--- src/rtl/decoder_pulse_pkg.sv ---
// Shared types for the handshaked pulse/level decoder.
package decoder_pkg;

  typedef enum logic {
    MODE_LEVEL = 1'b0,
    MODE_PULSE = 1'b1
  } mode_e;

  typedef enum logic {
    ST_IDLE   = 1'b0,
    ST_ACTIVE = 1'b1
  } state_e;

endpackage

--- src/rtl/decoder_pulse_dec.sv ---
// Combinational NUM_WIRE-way one-hot decoder with enable.
// Indices at or above NUM_WIRE produce all-zero.
module decoder_pulse_dec #(
  parameter int NUM_WIRE = 4,
  parameter int ADDR_W   = $clog2(NUM_WIRE)
) (
  input  logic                en_i,
  input  logic [ADDR_W-1:0]   a_i,
  output logic [NUM_WIRE-1:0] onehot_o
);

  for (genvar gi = 0; gi < NUM_WIRE; gi++) begin : g_dec
    assign onehot_o[gi] = en_i & (a_i == ADDR_W'(gi));
  end

endmodule

--- src/rtl/decoder_pulse.sv ---
// Registered, handshaked one-hot decoder: LEVEL mode follows the input each
// cycle, PULSE mode holds the selected wire for PULSE_LEN cycles.
module decoder_pulse
  import decoder_pkg::*;
#(
  parameter int  NUM_WIRE  = 4,
  parameter int  PULSE_LEN = 4,
  localparam int ADDR_W    = $clog2(NUM_WIRE),
  localparam int CNT_W     = $clog2(PULSE_LEN + 1)
) (
  input  logic                clk_i,
  input  logic                arst_ni,
  input  logic                mode_i,
  input  logic [ADDR_W-1:0]   a_i,
  input  logic                a_valid_i,
  output logic                a_ready_o,
  output logic [NUM_WIRE-1:0] d_o,
  output logic                busy_o,
  output logic                err_o
);

  localparam logic [CNT_W-1:0]  CNT_LAST   = CNT_W'(PULSE_LEN - 1);
  localparam logic [ADDR_W:0]   NUM_WIRE_L = (ADDR_W + 1)'(NUM_WIRE);

  state_e              state_q, state_d;
  logic [CNT_W-1:0]    cnt_q, cnt_d;
  logic [NUM_WIRE-1:0] d_q, d_d;
  logic                err_q, err_d;

  logic [NUM_WIRE-1:0] onehot;
  logic                last_cycle;
  logic                xfer;
  logic                out_of_range;
  mode_e               mode;

  decoder_pulse_dec #(
    .NUM_WIRE (NUM_WIRE),
    .ADDR_W   (ADDR_W)
  ) u_dec (
    .en_i     (a_valid_i),
    .a_i      (a_i),
    .onehot_o (onehot)
  );

  // The final pulse cycle also accepts a new code so back-to-back pulses abut.
  assign last_cycle   = (state_q == ST_ACTIVE) && (cnt_q == CNT_LAST);
  assign a_ready_o    = (state_q == ST_IDLE) || last_cycle;
  assign xfer         = a_valid_i && a_ready_o;
  assign out_of_range = ({1'b0, a_i} >= NUM_WIRE_L);
  assign mode         = mode_e'(mode_i);

  always_comb begin
    state_d = state_q;
    cnt_d   = cnt_q;
    d_d     = d_q;
    err_d   = 1'b0;
    if (xfer) begin
      cnt_d = '0;
      if (out_of_range) begin
        state_d = ST_IDLE;
        d_d     = '0;
        err_d   = 1'b1;
      end else begin
        d_d     = onehot;
        state_d = (mode == MODE_PULSE) ? ST_ACTIVE : ST_IDLE;
      end
    end else if ((state_q == ST_ACTIVE) && !last_cycle) begin
      cnt_d = cnt_q + CNT_W'(1);
    end else begin
      state_d = ST_IDLE;
      cnt_d   = '0;
      d_d     = '0;
    end
  end

  always_ff @(posedge clk_i or negedge arst_ni) begin
    if (!arst_ni) begin
      state_q <= ST_IDLE;
      cnt_q   <= '0;
      d_q     <= '0;
      err_q   <= 1'b0;
    end else begin
      state_q <= state_d;
      cnt_q   <= cnt_d;
      d_q     <= d_d;
      err_q   <= err_d;
    end
  end

  assign d_o    = d_q;
  assign busy_o = (state_q == ST_ACTIVE);
  assign err_o  = err_q;

endmodule

--- config.mk ---
export PLATFORM = sky130hd
export DESIGN_NAME = decoder_pulse
export DESIGN_NICKNAME = d
export VERILOG_FILES = /design/src/rtl/decoder_pulse_pkg.sv /design/src/rtl/decoder_pulse_dec.sv /design/src/rtl/decoder_pulse.sv
export SDC_FILE = /design/constraint.sdc
export NUM_CORES = 1
export LEC_CHECK = 0
export CAP_MARGIN = 5
export CORE_AREA = 5 5 42 44
export DETAILED_ROUTE_END_ITERATION = 10
export DIE_AREA = 0 0 47 49
export SLEW_MARGIN = 20
export SYNTH_ARGS = -nofsm -noshare
export SYNTH_HDL_FRONTEND = slang
export SYNTH_SLANG_ARGS = --single-unit
--- constraint.sdc ---
create_clock -name clk_i -period 2.7 [get_ports clk_i]
set_input_delay 0.54 -clock clk_i [delete_from_list [all_inputs] [get_ports clk_i]]
set_output_delay 0.54 -clock clk_i [all_outputs]
set_load 0.1 [all_outputs]
# Yosys cells after proc, flatten, opt, wreduce, memory -nomap -nowiden
# Index checks and enable logic that the tools add are counted.
dict set report totals {
  regBits 8
  latch_bits 0
  ram_bits 0
  romBits 0
  input_bits 6
  output_inout_bits 7
  memories 0
}
dict set report classes {
  addsub 1
  multipliers 0
  div 0
  magnitude_cmp 0
  n_eq_ne 5
  shift 0
  mux 7
  bitwise 5
  reduce_logical 6
}
# cell n
set ops {}
lappend ops {{$mux 4} 2}
lappend ops {{$mux 3} 2}
lappend ops {{$and 1x1->1} 4}
lappend ops {{$eq 2x2->1 const B} 2}
lappend ops {{$add 3x1->3 const B} 1}
lappend ops {{$eq 3x2->1 const B} 1}
lappend ops {{$logic_and 1x1->1} 3}
lappend ops {{$mux 1} 3}
lappend ops {{$eq 2x1->1 const B} 1}
lappend ops {{$logic_not 2->1} 1}
lappend ops {{$ne 2x2->1 const B} 1}
lappend ops {{$logic_not 1->1} 1}
lappend ops {{$logic_or 1x1->1} 1}
lappend ops {{$not 1->1} 1}

# Longest topological paths before layout
dict set report depth {
  ltp_word 6
  ltp_mapped 5
  mapped_depth_nobuf 4
}

# Modules after synthesis
# Synthesis repeated with hierarchy kept, for this count alone.
dict set report unflattened {
  cells_unflattened 36
  hier_area_um2 387.9
}
# module n_inst cells_per_inst area_each_um2
set by_module_without_submodules {}
lappend by_module_without_submodules {decoder_pulse 1 32 350.3}
lappend by_module_without_submodules {decoder_pulse_dec 1 4 37.5}

# Worst setup path after synthesis
# Ideal clock, no wire load.
dict set report synth_timing {
  path_type {register -> output}
  start {register state_q (netlist: busy_o)}
  end {output port a_ready_o}
  t_arrival_ns 1.225
  required_ns 2.160
  path_slack_ns 0.935
  path_stages_with_launch 3
  path_buffers 1
  path_cell_list {dfrtp_1 nand2b_4 buf_6}
}
dict set report synth_between {
  elab_chain_len 2
  elab_cells_between_ends 3
  classes_between {1 x bitwise; 2 x reduce/logical}
}
# element line_no
set synth_lines {}
lappend synth_lines {{start: declaration} decoder_pulse.sv:25} ;# state_e state_q, state_d;
lappend synth_lines {{start signal: assignment} decoder_pulse.sv:83} ;# state_q <= state_d;
lappend synth_lines {{$logic_and 1x1->1 / $not 1->1 (equally long branches)} {decoder_pulse.sv:46, decoder_pulse.sv:47}}
lappend synth_lines {{$logic_or 1x1->1 *} decoder_pulse.sv:47} ;# assign a_ready_o = (state_q == ST_IDLE) || last_cycle;
lappend synth_lines {{end: declaration} decoder_pulse.sv:16} ;# output logic a_ready_o,
# Mark *: on every way between the ends. The rest lies on a longest branch, timed or not.

# Final worst setup path
dict set report layout_timing {
  start {register cnt_q[0]}
  end {output port a_ready_o}
}
dict set report layout_between {
  elab_chain_len 3
}
# element line_no
set layout_lines {}
lappend layout_lines {{start: declaration} decoder_pulse.sv:26} ;# logic [CNT_W-1:0] cnt_q, cnt_d;
lappend layout_lines {{start signal: assignment} decoder_pulse.sv:84} ;# cnt_q <= cnt_d;
lappend layout_lines {{$eq 3x2->1} decoder_pulse.sv:46} ;# assign last_cycle = (state_q == ST_ACTIVE) && (cnt_q == CNT_LAST);
lappend layout_lines {{$logic_and 1x1->1} decoder_pulse.sv:46}
lappend layout_lines {{$logic_or 1x1->1} decoder_pulse.sv:47}
# No other way between the ends.

==> impl_metrics.py <==
metrics = {
    "route": {
        "via_count": 246,
        "wl_per_cell_um": 11.9,
        "drc": 0,
        "ant_nets": 0,
        "drtPass1Iterations": 2,
        "drtIter0Drc": 1,
        "vias_per_cell": 4.32,
        "drt_wl_total_um": 681,
    },
    "setup_path": {
        "crit_fanout": 9,
        "cp.required_ps": 2160,
        "endpoint_kind": "output pin",
        "crit_type": "register to output pin",
        "critPathLaunchType": "register",
        "arrival_ps": 1470,
    },
    "floorplanning": {
        "die_x_um": 47,
        "die_h_um": 49,
        "core_area_um2": 1400,
        "ioPinCount": 13,
        "num_rows": 14,
        "start_util": 0.271,
        "dieArea_um2": 2300,
    },
    "clock_network": {
        "h-tree-depth": 1,
        "numCtsBuffers": 3,
        "cts_tree": "built",
        "cts.clk_slew.worst_paths_ps": 60,
        "clk_path_buf_depth": 2,
        "cts_resized": 0,
        "cts-hold-fix-buffers": 0,
        "clock-sinks": 8,
        "cts_setup_buffers": 0,
        "clk_latency_ps": 250,
        "root_buffer": "clkbuf_4",
    },
    "cells_and_area": {
        "regArea_um2": 200,
        "n_fill_cell": 155,
        "multi_input_area_um2": 153,
        "diodes": 0,
        "drive_above_1_share": 0.341,
        "area_delta_synth_final_pct": 31.4,
        "design_area_um2": 498,
        "utilization": 0.355,
        "nNetsFinal": 51,
    },
    "synth": {
        "postSynthCellCount": 29,
        "synth_cell_types": 13,
        "netlist_top_cells_area": "dfrtp_1 (53%), mux2_4 (16%), ha_1 (6.6%)",
        "synth-seq-area-share": 0.528,
        "synth_top_area_frac": 0.528,
        "yosysWarnings": 0,
        "synth_area_per_cell_um2": 13.1,
        "synth_area_um2": 379,
        "yosysTopAreaCell": "dfrtp_1",
        "ys_ff_latch": 8,
        "syn-num-nets": 37,
    },
    "sta": {
        "fin_hold_ws_ps": 436,
        "setup_tns_ps": 0,
        "fin_skew_ps": 9.79,
        "setup_viol": 0,
        "maxSlewViolCount": 0,
        "grt_setup_unrepaired": "false",
        "min_period_ps": 2010,
        "hold_violations": 0,
        "finalCritPeriodShare": 0.746,
        "fmax_mhz": 497,
    },
    "placement": {
        "dpl_cell_area_um2": 475,
        "gp_congestion": 0.646,
        "port_buffers": 11,
        "post-dp-hpwl_um": 526,
    },
    "grt": {
        "antenna_found_initial": 0,
        "grt.total_usage": 0.0795,
        "grt_overflow_total": 0,
        "grt_pass1_wl_um": 1260,
        "grt_pass1_vias": 262,
        "grt_max_degree": 10,
    },
    "job": {
        "cap_violations": 0,
    },
    "hold_path": {
        "hp-class": "register to register",
    },
    "run_status": {
        "outcome": "finished clean",
    },
}
## flip-flops by register name, summed over array words and instances (netlist names)
signal,flops
busy_o,1
d_o,4
cnt_q,3
## path summary, 6_finish.rpt
| path | depth (start not counted) | start | to | slack, ps |
|---|---|---|---|---|
| hold reg to reg | 1 | cnt_q[0] | cnt_q[0] | 440 |
| hold / removal | 1 | cnt_q[0] | cnt_q[0] | 440 |
| setup / recovery | 4 | cnt_q[0] | a_ready_o | 690 |
| setup reg to reg | 4 | cnt_q[0] | d_o[1] | 1300 |
| max in group asynchronous | 1 | arst_ni | cnt_q[2] | 1860 |
| min in group asynchronous | 1 | arst_ni | cnt_q[0] | 560 |
## per-stage QoR
step,setup slack (ps),cells
global placement,962,54
global route,621,57
CTS,667,57
finish,687,57
detailed placement,960,54
floorplan,935,29
## area by class of cell
class,count,area share
clock buffers,3,0.0452
inverters,2,0.0151
multi-input cells,17,0.307
flip-flops and latches,8,0.402
well taps,16,0.0402
repair buffers,11,0.191
## cell usage in the layout (no fill, tap or decap)
| master | instances |
|---|---|
| and3_1 | 1 |
| and3b_1 | 2 |
| buf_4 | 6 |
| clkbuf_4 | 3 |
| clkdlybuf4s50_1 | 5 |
| conb_1 | 1 |
| dfrtp_1 | 8 |
| ha_1 | 2 |
| inv_1 | 2 |
| mux2_4 | 4 |
| nand2_1 | 2 |
| nand2b_4 | 1 |
| nor2_1 | 3 |
| nor3b_1 | 1 |
## critical path, stage by stage, from the launching register on
cell	delay, ps
dfrtp_1	380
ha_1	200
ha_1	180
nand2b_4	200
buf_4	250
## layer usage
| metal | GRT usage | share of wire | wire length [um] | vias up |
|---|---|---|---|---|
| met2 | 0.0928 | 0.40 | 274 | 14 |
| met1 | 0.0993 | 0.46 | 315 | 111 |
| li1 | - | - | - | 119 |
| met4 | 0.0691 | 0.0073 | 5 | 0 |
| met5 | 0 | 0 | 0 | - |
| met3 | 0.0443 | 0.12 | 85 | 2 |
## logic make-up (layout without fill, tap and decap cells)
family | Yosys count | after routing | synth area share
adders and majority gates | 2 | 2 | 0.0660
buffers and inverters | 4 | 16 | 0.0693
DFF | 8 | 8 | 0.528
muxes | 4 | 4 | 0.158
other | 1 | 1 | 0.00989
and+or+nand+nor | 10 | 10 | 0.168
## synth_stat cells
library cell and number:
nand2b_4 1, nor2_1 3, buf_6 1, ha_1 2, dfrtp_1 8, nor3b_1 1, and3_1 1, mux2_4 4
buf_4 1, conb_1 1, nand2_1 2, inv_1 2, and3b_1 2
Power is not shown: default switching activity piles up to over one toggle a cycle in this logic, so the estimate is an artifact.
